<file path="src/rtl/conv_pkg.sv">
// Shared constants and types for the rate-1/2, K=3 convolutional encoder.
package conv_pkg;

   localparam int unsigned CONV_K  = 3;
   localparam logic [2:0]  CONV_G0 = 3'b111;
   localparam logic [2:0]  CONV_G1 = 3'b101;

   typedef logic [1:0] conv_sym_t;

   typedef enum logic [1:0] {
      IDLE = 2'd0,
      DATA = 2'd1,
      TAIL = 2'd2
   } conv_enc_state_e;

endpackage

</file>
<file path="src/rtl/conv_enc_out_reg.sv">
// Valid/ready output register for code symbols; exports the combinational load strobe.
module conv_enc_out_reg
   import conv_pkg::*;
(
   input  logic      clk_i,
   input  logic      rst_ni,
   input  logic      push_i,
   input  conv_sym_t symbol_i,
   input  logic      last_i,
   input  logic      ready_i,
   output logic      load_c_o,
   output logic      valid_o,
   output conv_sym_t symbol_o,
   output logic      last_o
);

   logic      valid_q, valid_d;
   conv_sym_t sym_q, sym_d;
   logic      last_q, last_d;

   assign load_c_o = !valid_q || ready_i;

   // Symbol and last hold while stalled; an empty load only drops valid.
   always_comb begin
      valid_d = valid_q;
      sym_d   = sym_q;
      last_d  = last_q;
      if (load_c_o) begin
         valid_d = push_i;
         if (push_i) begin
            sym_d  = symbol_i;
            last_d = last_i;
         end
      end
   end

   always_ff @(posedge clk_i or negedge rst_ni) begin
      if (!rst_ni) begin
         valid_q <= 1'b0;
         sym_q   <= 2'b00;
         last_q  <= 1'b0;
      end else begin
         valid_q <= valid_d;
         sym_q   <= sym_d;
         last_q  <= last_d;
      end
   end

   assign valid_o  = valid_q;
   assign symbol_o = sym_q;
   assign last_o   = last_q;

endmodule

</file>
<file path="src/rtl/conv_encoder.sv">
// Feed-forward convolutional encoder with zero-tail frame termination.
// Optional symbol error injection via `CONV_ENC_ERR_INJ_EN.
module conv_encoder
   import conv_pkg::*;
#(
   parameter int unsigned    K  = CONV_K,
   parameter logic [K-1:0]   G0 = K'(CONV_G0),
   parameter logic [K-1:0]   G1 = K'(CONV_G1)
) (
   input  logic      i_clk,
   input  logic      i_rst_n,
   input  logic      i_valid,
   output logic      o_ready,
   input  logic      i_data,
   input  logic      i_last,
   output logic      o_valid,
   input  logic      i_ready,
   output conv_sym_t o_symbol,
   output logic      o_last,
   output logic      o_busy
`ifdef CONV_ENC_ERR_INJ_EN
   ,
   input  logic [1:0] i_err_mask
`endif
);

   localparam int unsigned SW  = K - 1;
   localparam int unsigned TCW = $clog2(K);

   conv_enc_state_e state_q;
   logic [SW-1:0]   sr_q;
   logic [TCW-1:0]  tcnt_q;
   logic            busy_q;

   logic            load_c;
   logic            accept_c;
   logic            tail_load_c;
   logic            push_c;
   logic            in_bit_c;
   logic            last_sym_c;
   logic [K-1:0]    win_c;
   conv_sym_t       sym_c;

   // Tail loads feed zeros so the trellis ends in state 0.
   always_comb begin
      o_ready     = load_c && (state_q != TAIL);
      accept_c    = i_valid && o_ready;
      tail_load_c = load_c && (state_q == TAIL);
      push_c      = accept_c || tail_load_c;
      in_bit_c    = (state_q == TAIL) ? 1'b0 : i_data;
      win_c       = {in_bit_c, sr_q};
      sym_c       = {^(win_c & G0), ^(win_c & G1)};
`ifdef CONV_ENC_ERR_INJ_EN
      sym_c       = sym_c ^ i_err_mask;
`endif
      last_sym_c  = tail_load_c && (tcnt_q == TCW'(K - 2));
   end

   always_ff @(posedge i_clk or negedge i_rst_n) begin
      if (!i_rst_n) begin
         state_q <= IDLE;
         sr_q    <= '0;
         tcnt_q  <= '0;
         busy_q  <= 1'b0;
      end else begin
         case (state_q)
            IDLE, DATA: begin
               if (accept_c) begin
                  sr_q   <= win_c[K-1:1];
                  busy_q <= 1'b1;
                  if (i_last) begin
                     state_q <= TAIL;
                     tcnt_q  <= '0;
                  end else begin
                     state_q <= DATA;
                  end
               end
            end
            TAIL: begin
               if (tail_load_c) begin
                  sr_q <= win_c[K-1:1];
                  if (tcnt_q != TCW'(K - 1)) begin
                     tcnt_q <= tcnt_q + TCW'(1);
                  end
                  if (tcnt_q == TCW'(K - 2)) begin
                     state_q <= IDLE;
                     busy_q  <= 1'b0;
                  end
               end
            end
            default: begin
               state_q <= IDLE;
               busy_q  <= 1'b0;
            end
         endcase
      end
   end

   assign o_busy = busy_q;

   conv_enc_out_reg u_out_reg (
      .clk_i    (i_clk),
      .rst_ni   (i_rst_n),
      .push_i   (push_c),
      .symbol_i (sym_c),
      .last_i   (last_sym_c),
      .ready_i  (i_ready),
      .load_c_o (load_c),
      .valid_o  (o_valid),
      .symbol_o (o_symbol),
      .last_o   (o_last)
   );

endmodule

</file>
<file path="config.mk">
export PLATFORM = sky130hd
export DESIGN_NAME = conv_encoder
export DESIGN_NICKNAME = d
export VERILOG_FILES = /design/src/rtl/conv_pkg.sv /design/src/rtl/conv_enc_out_reg.sv /design/src/rtl/conv_encoder.sv
export SDC_FILE = /design/constraint.sdc
export NUM_CORES = 1
export LEC_CHECK = 0
export BUFFER_PORTS_ARGS = -buffer_cell sky130_fd_sc_hd__buf_2
export CAP_MARGIN = 5
export CORE_AREA = 2 2 39 41
export DETAILED_ROUTE_END_ITERATION = 6
export DIE_AREA = 0 0 41 43
export PLACE_DENSITY = 0.66
export SYNTH_ARGS = -nofsm -noshare
export SYNTH_HDL_FRONTEND = slang
export SYNTH_SLANG_ARGS = --single-unit
</file>
<file path="constraint.sdc">
create_clock -name i_clk -period 1.48 [get_ports i_clk]
set_input_delay 0.074 -clock i_clk [delete_from_list [all_inputs] [get_ports i_clk]]
set_output_delay 0.074 -clock i_clk [all_outputs]
set_load 0.05 [all_outputs]
</file>
==> results of run 1 <==
## worst max-delay path: stages, from the launching register on
cell,delay (ps)
dfrtp_1,390
inv_1,60
ha_1,190
nor3b_1,260
o21ai_1,140
nand2_1,100
o21ai_1,60
## metal layers
layer / share of wire / GRT usage
met5: 0 / 0
met4: 0.0086 / 0.0800
met3: 0.057 / 0.0314
met2: 0.50 / 0.219
met1: 0.43 / 0.189
## how the worst max path moves through the flow
| stage | end | depth (start not counted) | start |
|---|---|---|---|
| after floorplan | o_ready | 2 | u_out_reg.valid_o$_DFFE_PN0N_ |
| after global placement | u_out_reg.symbol_o[0]$_DFFE_PN0P_ | 4 | state_q[1]$_DFFE_PN0P_ |
| after detailed placement | tcnt_q[0]$_DFFE_PN0P_ | 6 | tcnt_q[0]$_DFFE_PN0P_ |
| after CTS | o_ready | 3 | state_q[1]$_DFFE_PN0P_ |
| after global routing | tcnt_q[0]$_DFFE_PN0P_ | 6 | tcnt_q[0]$_DFFE_PN0P_ |
| final | tcnt_q[0]$_DFFE_PN0P_ | 6 | tcnt_q[0]$_DFFE_PN0P_ |
## cell usage in the layout, fill, tap and decap left out, types with 2 or more instances in the layout
cell type | synthesis | final
inv_1 | 3 | 3
xnor2_1 | 2 | 2
nor2b_1 | 2 | 2
nand2_1 | 9 | 9
a21oi_1 | 4 | 4
ha_1 | 2 | 2
dfrtp_1 | 11 | 11
clkbuf_4 | 0 | 3
o21ai_1 | 9 | 9
buf_2 | 2 | 11
## registers in the layout, summed over array words and instances (netlist names)
signal	count
sr_q	2
o_busy	1
u_out_reg.last_o	1
state_q	2
u_out_reg.valid_o	1
tcnt_q	2
u_out_reg.symbol_o	2
## stage by stage
step	util	instances	instance area (um2)	hold slack (ps)	power, uW
global placement	0.464	84	642	-44.8	1210
finish	0.490	89	678	21.1	1420
CTS	0.490	89	678	12.0	1450
global route	0.490	89	678	20.7	1530
floorplan	-	59	581	-222	1090
detailed placement	0.464	84	642	-38.5	1230
## power groups by stage
stage	Sequential [uW]	Combinational (uW)	Clock, uW
floorplan	673	416	0
detailed placement	533	700	0
finish	525	695	201
global placement	527	683	0
global route	545	761	229
CTS	527	704	215
## synth_stat cells (all sizes together)
cell	instances
o22a	1
nor2	1
o22ai	1
or3	1
inv	3
a32o	1
xor2	1
nand2	9
nand2b	2
ha	2
a21oi	4
a311oi	1
buf	3
and3b	1
xnor2	2
o21ai	10
nor2b	3
nand3	1
nor3b	1
dfrtp	11
## cell families (layout without fill, tap and decap cells)
group | Yosys count | in the layout | synth area share
DFF | 11 | 11 | 0.476
buffers and inverters | 6 | 20 | 0.0563
adders and majority gates | 2 | 2 | 0.0433
xor gates and xnor gates | 3 | 3 | 0.0455
and+or+nand+nor | 19 | 19 | 0.193
AOI/OAI and AO/OA | 18 | 18 | 0.186
## layout make-up
| type | instances | area, um2 | area share |
|---|---|---|---|
| multi-input combinational | 42 | 273 | 0.402 |
| inverter | 3 | 11.3 | 0.0166 |
| timing repair buffer | 13 | 72.6 | 0.107 |
| sequential | 11 | 275 | 0.406 |
| tap | 16 | 20.0 | 0.0295 |
| clock buffer | 4 | 26.3 | 0.0387 |
==> summary.md, run 1 <==
| Metric | Value |
|---|---|
| Status | complete, no violations |
| FF-to-FF End | tcnt_q[0]$_DFFE_PN0P_ |
| Reg2Reg Launch Point | tcnt_q[0]$_DFFE_PN0P_ |
| HPWL Detailed | 807 um |
| Leak pwr | 0.000310 uW |
| Hold Crit Depth | 2 |
| Pre-Repair DR Iteration Count | 4 |
| Syn. warnings | 0 |
| R2R setup slack | 160 ps |
| Combinational share of power | 0.489 |
| Worst hold endpoint | state_q[0]$_DFFE_PN0P_ |
| Die span in y | 43 um |
| Total die area | 1760 um2 |
| First-pass GRT wire length | 1730 um |
| # DRC | 0 |
| RSZ-0062 raised after global routing | false |
| Initial DRC Count | 6 |
| CP Class | reg2reg |
| Vias in the first global route | 425 |
| Max Clock Skew | 2.33 ps |
| Max_cap viols | 0 |
| Gp weighted congestion | 0.670 |
| Cells on worst reg2reg path | 6 |
| Max VDD drop | 0.000863 V |
| # rows | 14 |
| Initial antenna violation count | 0 |
| Max H-tree Level | 1 |
| CTS root buffer | clkbuf_4 |
| Final ANT Viol Nets | 0 |
| Clock transition at the registers of the reported paths | 70 ps |
| Hold-fix buffers, CTS | 1 |
| Count of cell types in the netlist | 24 |
| Gr ovfl total | 0 |
| Nets | 82 |
| Maximum clock path buffer count | 2 |
| Routed Wire Length | 1050 um |
| Initial Utilization | 0.418 |
| I/O pin count | 12 |
| Slew @ Worst Pin | 378 ps |
| Clk_lat worst skew | 260 ps |
| Share of the synthesized area in the top cell type | 0.476 |
| Pre-CTS WS | 173 ps |
| Finish-stage setup viols | 0 |
| Mapped Cells | 59 |
| Port buffer count | 11 |
| Postcts setup bufs | 0 |
| Crit-path max FO | 4 |
| CTS Buf Count | 3 |
| Slew Limit Fails | 0 |
| Worst Setup End Kind | flip-flop |
| Ant. Diodes | 0 |
| Syn_area_per_cell | 9.80 um2 |
| NetSw | 647 uW |
| Setup ws final | 165 ps |
| Clk pwr share | 0.142 |
| Worst setup SP type | flip-flop |
| PwrDens | 2100 nW/um2 |
| Total negative slack | 0 ps |
| Yosys reg bits | 11 |
| Arrival time at the worst endpoint | 1460 ps |
| Area of the mapped netlist | 578 um2 |
| Worst slew margin | 0.748 |
| Hold Fails Final Rpt | 0 |
| Int Power | 774 uW |
| Post-Syn Nets | 67 |
| Die width | 41 um |
| Post-synthesis sequential area ratio | 0.476 |
| Vias | 463 |
| Drt via density | 5.20 |
| Layout area overhead | 17.3% |
| Average wire per standard cell | 11.8 um |
| GRT Total Usage | 0.147 |
| Layout cells sized above 1 | 0.260 |
| Part of the cycle the worst path needs | 0.889 |
| CP required | 1630 ps |
| Core area | 1380 um2 |
| Net Sw Frac | 0.455 |
| PostCTS Resize Cnt | 0 |
| Fmax | 0.760 GHz |
| Yosys top cell by area | dfrtp_1 |
| CTS tree | done |
| Largest net degree at the start of global routing | 12 |
| Worst hold start | i_last |
| Clk sink count | 11 |
| Area contributors post-synth | dfrtp_1, o21ai_1, nand2_1, ha_1, a21oi_1 |
| Layout fillers | 135 |
| Class of the worst hold path | in2reg |
| Flop pwr share | 0.370 |
| Final min period | 1320 ps |
(Power assumes the default switching activity.)
==> run 2, diff against run 1 <==
--- a/config.mk
+++ b/config.mk
@@ -5,12 +5,13 @@
 export SDC_FILE = /design/constraint.sdc
 export NUM_CORES = 1
 export LEC_CHECK = 0
+export ABC_AREA = 1
 export BUFFER_PORTS_ARGS = -buffer_cell sky130_fd_sc_hd__buf_2
 export CAP_MARGIN = 5
 export CORE_AREA = 2 2 39 41
 export DETAILED_ROUTE_END_ITERATION = 6
 export DIE_AREA = 0 0 41 43
-export PLACE_DENSITY = 0.66
+export PLACE_DENSITY = 0.68
 export SYNTH_ARGS = -nofsm -noshare
 export SYNTH_HDL_FRONTEND = slang
 export SYNTH_SLANG_ARGS = --single-unit
==> run 2 against run 1 <==
Combinational power increased by 12%. Global-route usage increased by 1.2 points. Synthesized cell count increased by 39%. Non-clock buffer count decreased by 1. Utilization increased by 2.9 points. Largest cell class unchanged.
==> summary.md, run 2 <==
| Metric | Value |
|---|---|
| Slew Limit Fails | 0 |
| Area contributors post-synth | dfrtp_1, nand2_1, inv_1, ha_1, nor2_1 |
| Delay-heaviest family, CP | buffers and inverters |
| Mapped Cells | 82 |
| Fmax | 0.743 GHz |
| Crit path buf inv count | 3 |
| CP required | 1410 ps |
| Nets | 107 |
| Count of cell types in the netlist | 16 |
| Arrival time at the worst endpoint | 1270 ps |
| Layout fillers | 140 |
| Ant. Diodes | 0 |
| Worst setup SP type | flip-flop |
| Status | complete, no violations |
| Syn_area_per_cell | 7.40 um2 |
| Class of the worst hold path | in2reg |
| Largest family of logic cells by synthesized area | simple AND/OR/NAND/NOR gates |
| Average wire per standard cell | 9.69 um |
| Synth Area in Compound Gates | 0.0742 |
| Synth Area in Adders | 0.0412 |
| Pre-Repair DR Iteration Count | 5 |
| Proportion of synthesized area in mux cells | 0 |
| Yosys top cell by area | dfrtp_1 |
| Layout area overhead | 18.4% |
| Total negative slack | 0 ps |
| First-pass GRT wire length | 1900 um |
| Maximum clock path buffer count | 2 |
| Part of the cycle the worst path needs | 0.909 |
| PostCTS Resize Cnt | 0 |
| CP Class | reg2out |
| Worst slew margin | 0.838 |
| Initial Utilization | 0.439 |
| R2R setup slack | 320 ps |
| Most frequent cells in the layout | nand2_1, inv_1, buf_2, dfrtp_1, nor2_1 |
| Core area | 1380 um2 |
| RSZ-0062 raised after global routing | false |
| CP startpoint | state_q[0]$_DFFE_PN0P_ |
| Clk sink count | 11 |
| # rows | 14 |
| HPWL Detailed | 888 um |
| PwrDens | 2100 nW/um2 |
| Routed Wire Length | 1110 um |
| Area after DPL | 682 um2 |
| # DRC | 0 |
| Worst path max stage delay | 410 ps |
| Largest net degree at the start of global routing | 12 |
| Worst Setup End Kind | output pin |
| Post-synth ARST share | 1.00 |
| Layout cells sized above 1 | 0.214 |
| Die width | 41 um |
| Final min period | 1350 ps |
| Post-synth EDFFs | 0 |
| CTS root buffer | clkbuf_4 |
| CTS Buf Count | 3 |
| Post-Synth Simple-Gate Area | 0.324 |
| Final ANT Viol Nets | 0 |
| Finish-stage setup viols | 0 |
| CTS tree | done |
| Initial DRC Count | 7 |
| Vias | 530 |
| Synth top cells by count | nand2_1, inv_1, dfrtp_1 |
| Worst hold slack | 46.3 ps |
| Total die area | 1760 um2 |
| Post-Syn Nets | 90 |
| I/O pin count | 12 |
| Max_cap viols | 0 |
| Crit path top cell by count | inv_1 |
| Crit-path max FO | 5 |
| GRT Total Usage | 0.159 |
| Hold Fails Final Rpt | 0 |
| Synth Flop Type | dfrtp_1 |
| Hold-fix buffers, CTS | 1 |
| Leak pwr | 0.000404 uW |
| Share of the synthesized area in the top cell type | 0.454 |
| Area of the mapped netlist | 607 um2 |
| Post-synthesis sequential area ratio | 0.454 |
| Post-synthesis xor/xnor area fraction | 0.0144 |
| Cell with the most instances after synthesis | nand2_1 |
| Slew @ Worst Pin | 241 ps |
| Worst path slowest cell | dfrtp_1 |
| Max H-tree Level | 1 |
| Commonest non-fill, non-tap cell in the layout | nand2_1 |
| Vias in the first global route | 495 |
| Clk_lat worst skew | 270 ps |
| Initial antenna violation count | 0 |
| Pre-CTS WS | 320 ps |
| Gp weighted congestion | 0.723 |
| Gr ovfl total | 0 |
| Crit path cell chain | inv_1 > nand2_2 > nand2_1 > inv_1 > buf_2 |
| Postcts setup bufs | 0 |
| Max VDD drop | 0.000759 V |
| Die span in y | 43 um |
| Setup ws final | 134 ps |
| Drt via density | 4.65 |
| Yosys reg bits | 11 |
| Port buffer count | 11 |
| Reg2Reg Launch Point | tcnt_q[1]$_DFFE_PN0P_ |
| Worst hold start | i_valid |
| Max Clock Skew | 2.89 ps |
| Final instance area | 718 um2 |
| Clock transition at the registers of the reported paths | 70 ps |
| Syn. warnings | 0 |
run 2: cell types whose count changed after synthesis, sizes merged, moves of 2 or more:
| cell | before | now |
|---|---|---|
| nor2b | 3 | 0 |
| nand3 | 1 | 4 |
| nand2b | 2 | 0 |
| buf | 3 | 0 |
| o21ai | 10 | 5 |
| inv | 3 | 15 |
| a21oi | 4 | 2 |
| nor2 | 1 | 7 |
| nand2 | 9 | 34 |
run 2: worst reg2reg max path: cells and delay by family (launching register included):
kind            cells  cell delay, ps
flops               1             400
compound gates      1             230
simple gates        3             190
fa+ha+maj           1             130
buf+inv             2             110
run 2: cells by family after synthesis:
kind of cell,after synthesis
and+or+nand+nor,45
buffers and inverters,15
DFF,11
AOI/OAI and AO/OA,8
adders and majority gates,2
xor gates and xnor gates,1
run 2: path summary, 6_finish.rpt:
kind | endpoint | cells past startpoint
max in group asynchronous | tcnt_q[1]$_DFFE_PN0P_ | 2
worst min-delay path | u_out_reg.valid_o$_DFFE_PN0N_ | 3
min in group asynchronous | u_out_reg.symbol_o[1]$_DFFE_PN0P_ | 2
worst max register to register | o_busy$_DFFE_PN0P_ | 7
worst max-delay path | o_ready | 5
worst min register to register | u_out_reg.symbol_o[0]$_DFFE_PN0P_ | 2
run 2: metal layers:
metal,up-vias,wire length (um),global-route usage
li1,277,-,-
met1,236,492,0.196
met2,15,535,0.250
met3,2,62,0.0471
met4,0,14,0.0600
met5,-,0,0
run 2: cell type report:
type / instances / area [um2] / area share
repair buffers: 12 / 65.1 / 0.0906
clock buffers: 4 / 26.3 / 0.0366
multi-input cells: 56 / 275 / 0.383
well taps: 16 / 20.0 / 0.0279
flip-flops and latches: 11 / 275 / 0.383
inverters: 15 / 56.3 / 0.0784
run 2: power by group:
group / switching [uW] / internal, uW / total (uW)
clock: 99.7 / 104 / 204
combinational: 552 / 226 / 777
sequential: 106 / 421 / 527
total: 757 / 751 / 1510
run 2: through the flow:
| step | total power (uW) | util | instances |
|---|---|---|---|
| 2_1_floorplan | 1150 | - | 82 |
| 3_3_place_gp | 1300 | 0.493 | 109 |
| 3_5_place_dp | 1320 | 0.493 | 109 |
| 4_1_cts | 1520 | 0.519 | 114 |
| 5_1_grt | 1660 | 0.519 | 114 |
| 6_report | 1510 | 0.519 | 114 |
